`config.mk`:
```
export PLATFORM = sky130hd
export DESIGN_NAME = multicycle_control_flat
export DESIGN_NICKNAME = d
export VERILOG_FILES = /design/src/rtl/multicycle_control_if.sv /design/src/rtl/multicycle_control.sv /design/src/flat_wrapper.sv
export SDC_FILE = /design/constraint.sdc
export NUM_CORES = 1
export LEC_CHECK = 0
export ABC_AREA = 1
export BUFFER_PORTS_ARGS = -buffer_cell sky130_fd_sc_hd__buf_2
export CORE_MARGIN = 3
export CORE_UTILIZATION = 48
export CTS_CLUSTER_DIAMETER = 100
export CTS_CLUSTER_SIZE = 25
export DETAILED_ROUTE_END_ITERATION = 12
export PLACE_DENSITY = 0.85
export REMOVE_ABC_BUFFERS = 1
export SLEW_MARGIN = 20
export SYNTH_ARGS = -nofsm -noshare
export SYNTH_HDL_FRONTEND = slang
export SYNTH_SLANG_ARGS = --single-unit
```
`constraint.sdc`:
```
create_clock -name Clk -period 1.4 [get_ports Clk]
set_input_delay 0.28 -clock Clk [delete_from_list [all_inputs] [get_ports Clk]]
set_output_delay 0.28 -clock Clk [all_outputs]
set_load 0.1 [all_outputs]
```
`src/rtl/multicycle_control_if.sv`:
```
// Control bus between the multicycle controller and the datapath.
// The controller drives the master modport; the datapath (or the instruction
// register for Opcode) sits on the slave modport.
interface multicycle_control_if #(
    parameter int OPCODE_WIDTH = 6
);
    logic [OPCODE_WIDTH-1:0] Opcode;
    logic                    PCWrite;
    logic                    PCWriteCond;
    logic                    IRWrite;
    logic                    RegWrite;
    logic                    MemWrite;
    logic                    MemAddr;
    logic                    ALUSrcA;
    logic                    RegRead;
    logic [1:0]              ALUSrcB;
    logic [1:0]              MemtoReg;
    logic [1:0]              PCSource;
    logic [1:0]              BranchCond;
    logic [2:0]              ALUSelect;
    logic                    Halted;

    modport master (
        input  Opcode,
        output PCWrite, PCWriteCond, IRWrite, RegWrite, MemWrite,
        output MemAddr, ALUSrcA, RegRead, ALUSrcB, MemtoReg,
        output PCSource, BranchCond, ALUSelect, Halted
    );

    modport slave (
        output Opcode,
        input  PCWrite, PCWriteCond, IRWrite, RegWrite, MemWrite,
        input  MemAddr, ALUSrcA, RegRead, ALUSrcB, MemtoReg,
        input  PCSource, BranchCond, ALUSelect, Halted
    );
endinterface

```
`src/rtl/multicycle_control.sv`:
```
// Moore controller for the 32-bit multicycle CPU.
// Outputs are a pure decode of the state register (plus the opcode latched in
// DECODE); the only exception is RegRead during DECODE, which must follow the
// freshly loaded IR so read port 2 fetches the right register that cycle.
// Write enables are gated by Reset so they drop the instant reset asserts.
// Optional feature: define ILLEGAL_TRAP_EN to send illegal opcodes to HALT
// instead of treating them as a 2-cycle NOP.
module multicycle_control #(
    parameter int OPCODE_WIDTH = 6
) (
    input  logic                Clk,
    input  logic                Reset,
    multicycle_control_if.master bus
);

    typedef enum logic [3:0] {
        S_FETCH,
        S_DECODE,
        S_EXEC_R,
        S_EXEC_I,
        S_ALU_WB,
        S_LI_WB,
        S_MEM_ADDR,
        S_MEM_READ,
        S_MEM_WB,
        S_MEM_WRITE,
        S_BRANCH,
        S_JUMP,
        S_HALT
    } state_t;

    localparam logic [5:0] OP_LI   = 6'b011000;
    localparam logic [5:0] OP_LUI  = 6'b011001;
    localparam logic [5:0] OP_LW   = 6'b011010;
    localparam logic [5:0] OP_SW   = 6'b011011;
    localparam logic [5:0] OP_LWI  = 6'b011100;
    localparam logic [5:0] OP_SWI  = 6'b011101;
    localparam logic [5:0] OP_JMP  = 6'b101000;
    localparam logic [5:0] OP_HALT = 6'b111111;

    localparam logic [2:0] ALU_ADD = 3'b000;
    localparam logic [2:0] ALU_SUB = 3'b001;

`ifdef ILLEGAL_TRAP_EN
    localparam state_t ILLEGAL_NEXT = S_HALT;
`else
    localparam state_t ILLEGAL_NEXT = S_FETCH;
`endif

    state_t     state_q, state_d;
    logic [5:0] op_q, op_d;
    logic [5:0] op_in;

    // The instruction field of interest is always the top six opcode bits.
    assign op_in = bus.Opcode[OPCODE_WIDTH-1 -: 6];

    // Next-state logic; opcode is captured in DECODE and consulted again in MEM_ADDR.
    always_comb begin
        state_d = state_q;
        op_d    = op_q;
        case (state_q)
            S_FETCH:  state_d = S_DECODE;
            S_DECODE: begin
                op_d = op_in;
                if (op_in[5:3] == 3'b000) begin
                    state_d = S_EXEC_R;
                end else if (op_in[5:3] == 3'b001 || op_in[5:3] == 3'b010) begin
                    state_d = S_EXEC_I;
                end else begin
                    casez (op_in)
                        OP_LI, OP_LUI: state_d = S_LI_WB;
                        OP_LW, OP_SW:  state_d = S_MEM_ADDR;
                        OP_LWI:        state_d = S_MEM_READ;
                        OP_SWI:        state_d = S_MEM_WRITE;
                        6'b1000??:     state_d = S_BRANCH;
                        OP_JMP:        state_d = S_JUMP;
                        OP_HALT:       state_d = S_HALT;
                        default:       state_d = ILLEGAL_NEXT;
                    endcase
                end
            end
            S_EXEC_R, S_EXEC_I: state_d = S_ALU_WB;
            S_MEM_ADDR:  state_d = op_in[0] ? S_MEM_WRITE : S_MEM_READ;
            S_MEM_READ:  state_d = S_MEM_WB;
            S_HALT:      state_d = S_HALT;
            default:     state_d = S_FETCH;
        endcase
    end

    // State and latched opcode; reset lands directly in FETCH.
    always_ff @(posedge Clk or negedge Reset) begin
        if (!Reset) begin
            state_q <= S_FETCH;
            op_q    <= '0;
        end else begin
            state_q <= state_d;
            op_q    <= op_d;
        end
    end

    logic       pc_write, pc_write_cond, ir_write, reg_write, mem_write;
    logic       mem_addr, alu_src_a, reg_read, halted;
    logic [1:0] alu_src_b, mem_to_reg, pc_source, branch_cond;
    logic [2:0] alu_select;

    // Moore output decode per state.
    always_comb begin
        pc_write      = 1'b0;
        pc_write_cond = 1'b0;
        ir_write      = 1'b0;
        reg_write     = 1'b0;
        mem_write     = 1'b0;
        mem_addr      = 1'b0;
        alu_src_a     = 1'b0;
        reg_read      = 1'b0;
        halted        = 1'b0;
        alu_src_b     = 2'b00;
        mem_to_reg    = 2'b00;
        pc_source     = 2'b00;
        branch_cond   = 2'b00;
        alu_select    = ALU_ADD;
        case (state_q)
            S_FETCH: begin
                ir_write  = 1'b1;
                pc_write  = 1'b1;
                alu_src_b = 2'b01;
            end
            S_DECODE: begin
                // Branch target into ALUOut; stores and branches need rd on port 2.
                alu_src_b = 2'b10;
                reg_read  = (op_in == OP_SW) || (op_in == OP_SWI) ||
                            (op_in[5:2] == 4'b1000);
            end
            S_EXEC_R: begin
                alu_src_a  = 1'b1;
                alu_select = op_q[2:0];
            end
            S_EXEC_I: begin
                alu_src_a  = 1'b1;
                alu_src_b  = op_q[4] ? 2'b11 : 2'b10;
                alu_select = op_q[2:0];
            end
            S_ALU_WB: begin
                reg_write = 1'b1;
            end
            S_LI_WB: begin
                reg_write  = 1'b1;
                mem_to_reg = op_q[0] ? 2'b11 : 2'b01;
            end
            S_MEM_ADDR: begin
                alu_src_a = 1'b1;
                alu_src_b = 2'b10;
                reg_read  = op_q[0];
            end
            S_MEM_READ: begin
                mem_addr = (op_q == OP_LWI);
            end
            S_MEM_WB: begin
                reg_write  = 1'b1;
                mem_to_reg = 2'b10;
            end
            S_MEM_WRITE: begin
                mem_write = 1'b1;
                reg_read  = 1'b1;
                mem_addr  = (op_q == OP_SWI);
            end
            S_BRANCH: begin
                alu_src_a     = 1'b1;
                alu_select    = ALU_SUB;
                reg_read      = 1'b1;
                pc_write_cond = 1'b1;
                pc_source     = 2'b01;
                branch_cond   = op_q[1:0];
            end
            S_JUMP: begin
                pc_write  = 1'b1;
                pc_source = 2'b10;
            end
            S_HALT: begin
                halted = 1'b1;
            end
            default: ;
        endcase
    end

    // Enables are killed combinationally by reset so an aborted instruction
    // never completes a write in the cycle reset arrives.
    assign bus.PCWrite     = pc_write      & Reset;
    assign bus.PCWriteCond = pc_write_cond & Reset;
    assign bus.IRWrite     = ir_write      & Reset;
    assign bus.RegWrite    = reg_write     & Reset;
    assign bus.MemWrite    = mem_write     & Reset;
    assign bus.MemAddr     = mem_addr;
    assign bus.ALUSrcA     = alu_src_a;
    assign bus.RegRead     = reg_read;
    assign bus.ALUSrcB     = alu_src_b;
    assign bus.MemtoReg    = mem_to_reg;
    assign bus.PCSource    = pc_source;
    assign bus.BranchCond  = branch_cond;
    assign bus.ALUSelect   = alu_select;
    assign bus.Halted      = halted;

endmodule

```
`src/flat_wrapper.sv`:
```
// flat-port wrapper written by rule: the top's interface ports become plain ports
module multicycle_control_flat 
#(
    parameter int OPCODE_WIDTH = 6
)
  (Clk, Reset, bus_Opcode, bus_PCWrite, bus_PCWriteCond, bus_IRWrite, bus_RegWrite, bus_MemWrite, bus_MemAddr, bus_ALUSrcA, bus_RegRead, bus_ALUSrcB, bus_MemtoReg, bus_PCSource, bus_BranchCond, bus_ALUSelect, bus_Halted);
  multicycle_control_if #(.OPCODE_WIDTH(OPCODE_WIDTH)) bus_i ();
  input  logic Clk;
  input  logic Reset;
  input wire logic [$bits(bus_i.Opcode)-1:0] bus_Opcode;
  output wire logic [$bits(bus_i.PCWrite)-1:0] bus_PCWrite;
  output wire logic [$bits(bus_i.PCWriteCond)-1:0] bus_PCWriteCond;
  output wire logic [$bits(bus_i.IRWrite)-1:0] bus_IRWrite;
  output wire logic [$bits(bus_i.RegWrite)-1:0] bus_RegWrite;
  output wire logic [$bits(bus_i.MemWrite)-1:0] bus_MemWrite;
  output wire logic [$bits(bus_i.MemAddr)-1:0] bus_MemAddr;
  output wire logic [$bits(bus_i.ALUSrcA)-1:0] bus_ALUSrcA;
  output wire logic [$bits(bus_i.RegRead)-1:0] bus_RegRead;
  output wire logic [$bits(bus_i.ALUSrcB)-1:0] bus_ALUSrcB;
  output wire logic [$bits(bus_i.MemtoReg)-1:0] bus_MemtoReg;
  output wire logic [$bits(bus_i.PCSource)-1:0] bus_PCSource;
  output wire logic [$bits(bus_i.BranchCond)-1:0] bus_BranchCond;
  output wire logic [$bits(bus_i.ALUSelect)-1:0] bus_ALUSelect;
  output wire logic [$bits(bus_i.Halted)-1:0] bus_Halted;
  assign bus_i.Opcode = bus_Opcode;
  assign bus_PCWrite = bus_i.PCWrite;
  assign bus_PCWriteCond = bus_i.PCWriteCond;
  assign bus_IRWrite = bus_i.IRWrite;
  assign bus_RegWrite = bus_i.RegWrite;
  assign bus_MemWrite = bus_i.MemWrite;
  assign bus_MemAddr = bus_i.MemAddr;
  assign bus_ALUSrcA = bus_i.ALUSrcA;
  assign bus_RegRead = bus_i.RegRead;
  assign bus_ALUSrcB = bus_i.ALUSrcB;
  assign bus_MemtoReg = bus_i.MemtoReg;
  assign bus_PCSource = bus_i.PCSource;
  assign bus_BranchCond = bus_i.BranchCond;
  assign bus_ALUSelect = bus_i.ALUSelect;
  assign bus_Halted = bus_i.Halted;
  multicycle_control #(.OPCODE_WIDTH(OPCODE_WIDTH)) u_core (.Clk(Clk), .Reset(Reset), .bus(bus_i));
endmodule
```
==> results of run 1 <==
[kinds of logic after synthesis]
group                  share of synthesized area [%]
AND/OR/NAND/NOR                                47.14
buffers and inverters                          10.95
AO/OA/AOI/OAI                                  10.16
flip-flops                                     31.75
[Yosys cell counts]
master,number
a211oi_1,2
a21oi_1,3
and2_1,1
buf_6,1
dfrtp_1,10
inv_1,17
inv_2,3
nand2_1,39
nand3_1,8
nand4_1,3
nor2_1,28
nor2_2,2
nor2_4,2
nor3_1,2
nor3_2,1
o21ai_0,7
o21ai_1,3
[through the flow]
step / worst slack (ns) / std cells / area, um2 / TNS, ns
after floorplan: -2.408 / 131 / 777.0 / -30.81
after global placement: -0.1566 / 212 / 1518 / -1.581
==> results.sh, run 1 <==
export IMPL_syn_area_um2=788.3
export IMPL_yosys_area_top_type="dfrtp_1"
export IMPL_start_util_pct=51.72
export IMPL_seq_area_frac_synth_pct=31.75
export IMPL_netlist_area_leader_share_pct=31.75
export IMPL_status="stopped before the end"
export IMPL_die_x_um=46.53
export IMPL_num_rows=14
export IMPL_yosysWarnings=0
export IMPL_error_line="[ERROR DPL-0033] detailed placement checks failed during check placement."
export IMPL_synth_avg_cell_area_um2=5.972
export IMPL_place_gp_congestion=0.9554
export IMPL_syn_inst=132
export IMPL_failed_stage="3_5_place_dp"
export IMPL_dp_hpwl_mm=3.239
export IMPL_ys_top_cells_by_area="dfrtp_1 32%, nand2_1 19%, nor2_1 13%"
export IMPL_numPortBuffers=27
export IMPL_synth_cell_types=17
export IMPL_fp_dieH_um=46.53
export IMPL_synth_seq_cells=10
export IMPL_ioPinCount=28
==> run 2, diff against run 1 <==
- CORE_AREA: unset -> 3 3 64 66
- CORE_MARGIN: 3 -> unset
- CORE_UTILIZATION: 48 -> unset
- CTS_CLUSTER_DIAMETER: 100 -> unset
- CTS_CLUSTER_SIZE: 25 -> unset
- DIE_AREA: unset -> 0 0 67 69
- PLACE_DENSITY: 0.85 -> unset
- PLACE_DENSITY_LB_ADDON: unset -> 0.15
==> run 2 against run 1 <==
Net effect:
- the flow now finishes, with violations (setup timing)
- synthesized area did not move
- synthesized cell count did not move
==> results.sh, run 2 <==
export IMPL_synth_seq_cells=10
export IMPL_track_usage_pct=13.53
export IMPL_seq_area_frac_synth_pct=31.75
export IMPL_grt_use_met2_pct=24.56
export IMPL_ioPinCount=28
export IMPL_required_ns=1.12
export IMPL_holdPathStages=4
export IMPL_finalWirelength_mm=2.989
export IMPL_dp_cells=247
export IMPL_fin_cells=259
export IMPL_pre_cts_ws_ns=-0.3259
export IMPL_cp_arrival_ns=1.52
export IMPL_synth_edff_count=0
export IMPL_p_leak_nw=0.9421
export IMPL_post_drt_via_cell_ratio=4.405
export IMPL_drt_wirelength_per_cell_um=11.54
export IMPL_first_pass_iters=4
export IMPL_worstSkewPairLatency_ns=0.24
export IMPL_layout_common_cells="34 x buf_4, 27 x nand2_1, 18 x buf_12"
export IMPL_nets=220
export IMPL_rr_startpoint="u_core.state_q[1]"
export IMPL_syn_area_um2=788.3
export IMPL_cts_buffers_inserted=3
export IMPL_yosysMostFrequentCell="nand2_1"
export IMPL_die_x_um=67
export IMPL_vias=1141
export IMPL_cts_tree="built"
export IMPL_netlist_area_leader_share_pct=31.75
export IMPL_slew_viol_final=0
export IMPL_top_register="u_core.op_q"
export IMPL_synth_top_cells_by_count="39 x nand2_1, 28 x nor2_1, 17 x inv_1"
export IMPL_cts_path_max_buffers=2
export IMPL_violations="setup timing"
export IMPL_first_global_vias=1165
export IMPL_ys_top_cells_by_area="dfrtp_1 32%, nand2_1 19%, nor2_1 13%"
export IMPL_min_delay_path_class="in -> reg"
export IMPL_cpLargestDelayFamily="buffers and inverters"
export IMPL_numPortBuffers=27
export IMPL_cts_root_buffer="clkbuf_8"
export IMPL_diodes=0
export IMPL_htreeDepth=1
export IMPL_grt_use_met1_pct=15.03
export IMPL_irDropWorstVdd_mv=0.6015
export IMPL_yosysWarnings=0
export IMPL_ys_dominant_reg_cell="dfrtp_1"
export IMPL_whs_ns=0.4062
export IMPL_final_common_cell="buf_4"
export IMPL_status="complete, but fails checks"
export IMPL_final_min_clock_period_ns=1.798
export IMPL_setup_ws_ns=-0.3977
export IMPL_setup_viol=20
export IMPL_regToRegEndpoint="u_core.op_q[0]"
export IMPL_worst_pin_slew_ns=0.3142
export IMPL_largest_register_ffs=6
export IMPL_area_growth_pct=149.5
export IMPL_final_core_util_pct=54.13
export IMPL_min_to="u_core.op_q[2]"
export IMPL_powerDensity_nw_per_um2=2174
export IMPL_cp_end_kind="output port"
export IMPL_grt_max_degree=12
export IMPL_rr_worst_depth=7
export IMPL_skew_ns=0.0009824
export IMPL_syn_inst=132
export IMPL_grt_ovfl_total=0
export IMPL_top_regs="u_core.op_q x6, u_core.state_q x4"
export IMPL_max_clock_freq_mhz=556.3
export IMPL_path_cells="inv_2 > nand2_4 > nor2_4 > nor2_2 > nor3_2 > buf_4 > buf_12"
export IMPL_drt_iter0_drc=30
export IMPL_die_area_um2=4623
export IMPL_slowest_stage="dfrtp_1"
export IMPL_synth_cell_types=17
export IMPL_setup_tns_ns=-5.474
export IMPL_cp_start_kind="flip-flop"
export IMPL_place_gp_congestion=0.8646
export IMPL_criticalPathCategory="reg -> out"
export IMPL_finalHoldViolations=0
export IMPL_maxCapViolCount=0
export IMPL_async_reset_ff_share_pct=100.0
export IMPL_dp_hpwl_mm=2.319
export IMPL_crit_fanout=4
export IMPL_grt_pass1_wl_mm=4.940
export IMPL_core_area_um2=3633
export IMPL_antenna_found_initial=0
export IMPL_path_buf_inv=3
export IMPL_r2r_slack_ns=0.07
export IMPL_slowest_delay_ns=0.42
export IMPL_post_route_cells_drive_above_1_share_pct=61.61
export IMPL_min_from="bus_Opcode[2]"
export IMPL_ant_nets=0
export IMPL_yosys_area_top_type="dfrtp_1"
export IMPL_final_period_utilization_pct=128.4
export IMPL_grt_busiest_layer="met2"
export IMPL_synth_avg_cell_area_um2=5.972
export IMPL_clk_pin_slew_ns=0.05
export IMPL_drc=0
export IMPL_fp_dieH_um=69
export IMPL_maxSlewHeadroom_pct=78.83
export IMPL_rsz0062_at_grt="yes"
export IMPL_cts_sinks=10
export IMPL_start_util_pct=21.69
export IMPL_use_met3_pct=1.792
export IMPL_num_rows=22
## run 2: cell counts after synthesis
No cell type changed its count.
## run 2: repair_timing
item,CTS,global route
resized for setup,60,28
pin swaps,12,12
endpoints found under the setup margin,21,25
hold buffers,1,0
hold endpoints to repair,10,0
buffers inserted,5,4
## run 2: worst register-to-register path: stages (launching register included)
cell     delay (ns)
dfrtp_1        0.42
inv_2          0.15
nand2_4        0.09
buf_6          0.13
nor2_4         0.12
buf_6          0.14
buf_4          0.11
o21ai_1        0.05
## run 2: worst max path at each step
stage,startpoint,end,slack (ns),depth (start not counted)
after floorplan,u_core.state_q[2],bus_BranchCond[0],-2.41,5
after global placement,u_core.state_q[3],bus_MemAddr,-0.29,7
after detailed placement,u_core.state_q[3],bus_MemAddr,-0.33,7
after CTS,u_core.state_q[2],bus_MemAddr,-0.39,7
after global routing,u_core.state_q[1],bus_MemAddr,-0.48,7
final,u_core.state_q[1],bus_MemAddr,-0.40,7
## run 2: per-stage QoR
| stage | total power, W | cell area [um2] |
|---|---|---|
| global route | 0.004511 | 1967 |
| global placement | 0.003171 | 1580 |
| CTS | 0.004088 | 1884 |
| floorplan | 0.001926 | 777.0 |
| finish | 0.004276 | 1967 |
| detailed placement | 0.003185 | 1580 |
## run 2: cells by family (layout without fill, tap and decap cells)
kind of cell    count (synthesis)  in the layout  synth area share [%]
flops                          10             10                 31.75
simple gates                   86             86                 47.14
buf+inv                        21            100                 10.95
compound gates                 15             15                 10.16
## run 2: final cells by class
type / instances / area, um2
Timing Repair Buffer: 76 / 868.3
Clock buffer: 4 / 55.05
Tap cell: 48 / 60.06
Multi-Input combinational cell: 101 / 650.6
Sequential cell: 10 / 252.7
Fill cell: 349 / 1667
Inverter: 20 / 80.08
## run 2: power breakdown
group	total [W]	switching, W	internal [W]
clock	0.000358	0.000111	0.000247
combinational	0.00338	0.00198	0.00140
sequential	0.000537	0.000114	0.000423
total	0.00428	0.00221	0.00207
## run 2: layer usage
| metal | share of wire (%) | up-vias |
|---|---|---|
| met3 | 4.9 | 4 |
| met1 | 39 | 527 |
| met4 | 1.8 | 0 |
| li1 | - | 575 |
| met2 | 54 | 35 |
| met5 | 0 | - |
No activity file was read; power rests on OpenSTA's default activity.
==> run 3, diff against run 2 <==
- TNS_END_PERCENT: unset -> 1
==> run 3 against run 2 <==
Net effect:
- the flow still finishes with violations (setup timing)
- global-route usage decreased by 0.49 points
- via count fell by 2.9%
- die area is the same
- critical path depth stayed put
- first-iteration DRC count is 67% higher
- clock-buffer cell count unchanged
- worst hold slack improved by 0.0025 ns
- sequential share of layout area is 0.84 points higher
- maximum frequency up 1.7%
- final cell count is 1.5% lower
==> results.sh, run 3 (synthesis gave the netlist of run 2 again) <==
export IMPL_status="complete, but fails checks"
export IMPL_violations="setup timing"
export IMPL_final_min_clock_period_ns=1.768
export IMPL_area_growth_pct=134.3
export IMPL_diodes=0
export IMPL_powerDensity_nw_per_um2=2126
export IMPL_max_clock_freq_mhz=565.6
export IMPL_antenna_found_initial=0
export IMPL_top_regs="u_core.op_q x6, u_core.state_q x4"
export IMPL_cts_buffers_inserted=3
export IMPL_track_usage_pct=13.04
export IMPL_dp_hpwl_mm=2.319
export IMPL_largest_register_ffs=6
export IMPL_setup_ws_ns=-0.3681
export IMPL_cp_start_kind="flip-flop"
export IMPL_numPortBuffers=27
export IMPL_top_register="u_core.op_q"
export IMPL_ioPinCount=28
export IMPL_drt_iter0_drc=50
export IMPL_final_period_utilization_pct=126.3
export IMPL_multi_input_area_um2=604.3
export IMPL_cts_sinks=10
export IMPL_worstSkewPairLatency_ns=0.23
export IMPL_min_delay_path_class="in -> reg"
export IMPL_rsz0062_at_grt="yes"
export IMPL_ant_nets=0
export IMPL_cts_tree="built"
export IMPL_cts_root_buffer="clkbuf_8"
export IMPL_final_common_cell="buf_4"
export IMPL_worst_pin_slew_ns=0.3391
export IMPL_grt_max_degree=12
export IMPL_setup_viol=20
export IMPL_die_area_um2=4623
export IMPL_postLayoutCellArea_um2=1847
export IMPL_layout_common_cells="41 x buf_4, 33 x nand2_1, 18 x buf_12, 14 x nor2_1, 13 x nor2_4"
export IMPL_finalWirelength_mm=2.831
export IMPL_skew_ns=0.0008284
export IMPL_vias=1108
export IMPL_criticalPathCategory="reg -> out"
export IMPL_cp_end_kind="output port"
export IMPL_p_leak_nw=0.8959
export IMPL_drt_wirelength_per_cell_um=11.10
export IMPL_crit_fanout=4
export IMPL_cp_arrival_ns=1.49
export IMPL_first_pass_iters=4
export IMPL_finalHoldViolations=0
export IMPL_irDropWorstVdd_mv=0.5808
export IMPL_grt_ovfl_total=0
export IMPL_post_route_cells_drive_above_1_share_pct=57.00
export IMPL_post_drt_via_cell_ratio=4.345
export IMPL_maxSlewHeadroom_pct=77.37
export IMPL_slew_viol_final=0
export IMPL_grt_pass1_wl_mm=4.747
export IMPL_clk_pin_slew_ns=0.05
export IMPL_core_area_um2=3633
export IMPL_nets=216
export IMPL_regArea_um2=252.7
export IMPL_place_gp_congestion=0.8646
export IMPL_num_fill_cells=366
export IMPL_fp_dieH_um=69
export IMPL_first_global_vias=1114
export IMPL_htreeDepth=1
export IMPL_whs_ns=0.4087
export IMPL_final_core_util_pct=50.83
export IMPL_cts_path_max_buffers=2
export IMPL_dpl_cell_area_um2=1580
export IMPL_num_rows=22
export IMPL_maxCapViolCount=0
export IMPL_required_ns=1.12
export IMPL_start_util_pct=21.69
export IMPL_drc=0
export IMPL_die_x_um=67
[run 3: cell types whose count changed in the layout (fill, tap and decap cells not counted)]
cell | previous run | this run
inv_1 | 10 | 11
o21ai_0 | 1 | 3
nor2_4 | 14 | 13
buf_6 | 14 | 3
nand2_4 | 5 | 2
inv_4 | 2 | 1
nand2_1 | 27 | 33
nor2_2 | 4 | 5
nand2_2 | 7 | 4
o21ai_4 | 1 | 0
o21ai_1 | 6 | 5
buf_4 | 34 | 41
[run 3: path summary, 6_finish.rpt]
check,start,endpoint,slack [ns],cells past startpoint
hold reg to reg,u_core.op_q[3],u_core.op_q[3],0.50,2
min in group asynchronous,Reset,u_core.op_q[3],0.52,3
setup / recovery,u_core.state_q[3],bus_MemAddr,-0.37,7
setup reg to reg,u_core.state_q[2],u_core.state_q[3],0.07,7
max in group asynchronous,Reset,u_core.state_q[3],0.72,3
hold / removal,bus_Opcode[2],u_core.op_q[2],0.41,4
[run 3: power by group]
part	internal [W]	switching, W
Clock	0.000247	0.000109
Combinational	0.00119	0.00185
Sequential	0.000423	0.000111
Total	0.00186	0.00207
[run 3: per-layer routing]
layer  routed length, um  GRT usage (%)  vias to the layer above  part of all wire [%]
met2                1450          22.60                       41                    51
li1                    -              -                      566                     -
met3                 163          2.280                        6                   5.8
met4                  68          6.532                        0                   2.4
met5                   0              0                        -                     0
met1                1149          14.83                      495                    41
[run 3: layout make-up]
class,instances,share of cell area (%)
Timing Repair Buffer,72,43.16
Inverter,20,4.201
Clock buffer,4,2.981
Sequential cell,10,13.69
Multi-Input combinational cell,101,32.72
Tap cell,48,3.252
[run 3: through the flow]
stage | TNS (ns) | instances | power, W | setup WS, ns
detailed placement | -2.512 | 247 | 0.003185 | -0.3259
global route | -6.914 | 255 | 0.004154 | -0.4480
finish | -5.582 | 255 | 0.003927 | -0.3681
CTS | -5.708 | 255 | 0.003945 | -0.3891
global placement | -2.210 | 247 | 0.003171 | -0.2922
floorplan | -30.81 | 131 | 0.001926 | -2.408
[run 3: what timing repair did]
| item | 4_1_cts | 5_1_grt |
|---|---|---|
| hold buffers | 1 | 0 |
| endpoints found under the hold margin | 10 | 0 |
| buffers inserted | 3 | 0 |
| gates cloned | 0 | 0 |
| pin swaps | 5 | 4 |
| gates resized for setup | 43 | 18 |
| setup endpoints to repair | 21 | 24 |
[run 3: critical path, cell delays in order, from the launching register on]
cell,delay (ns)
dfrtp_2,0.45
inv_2,0.10
nand2_4,0.08
nor2_4,0.10
nor2_2,0.04
nor3_2,0.18
buf_4,0.14
buf_12,0.16
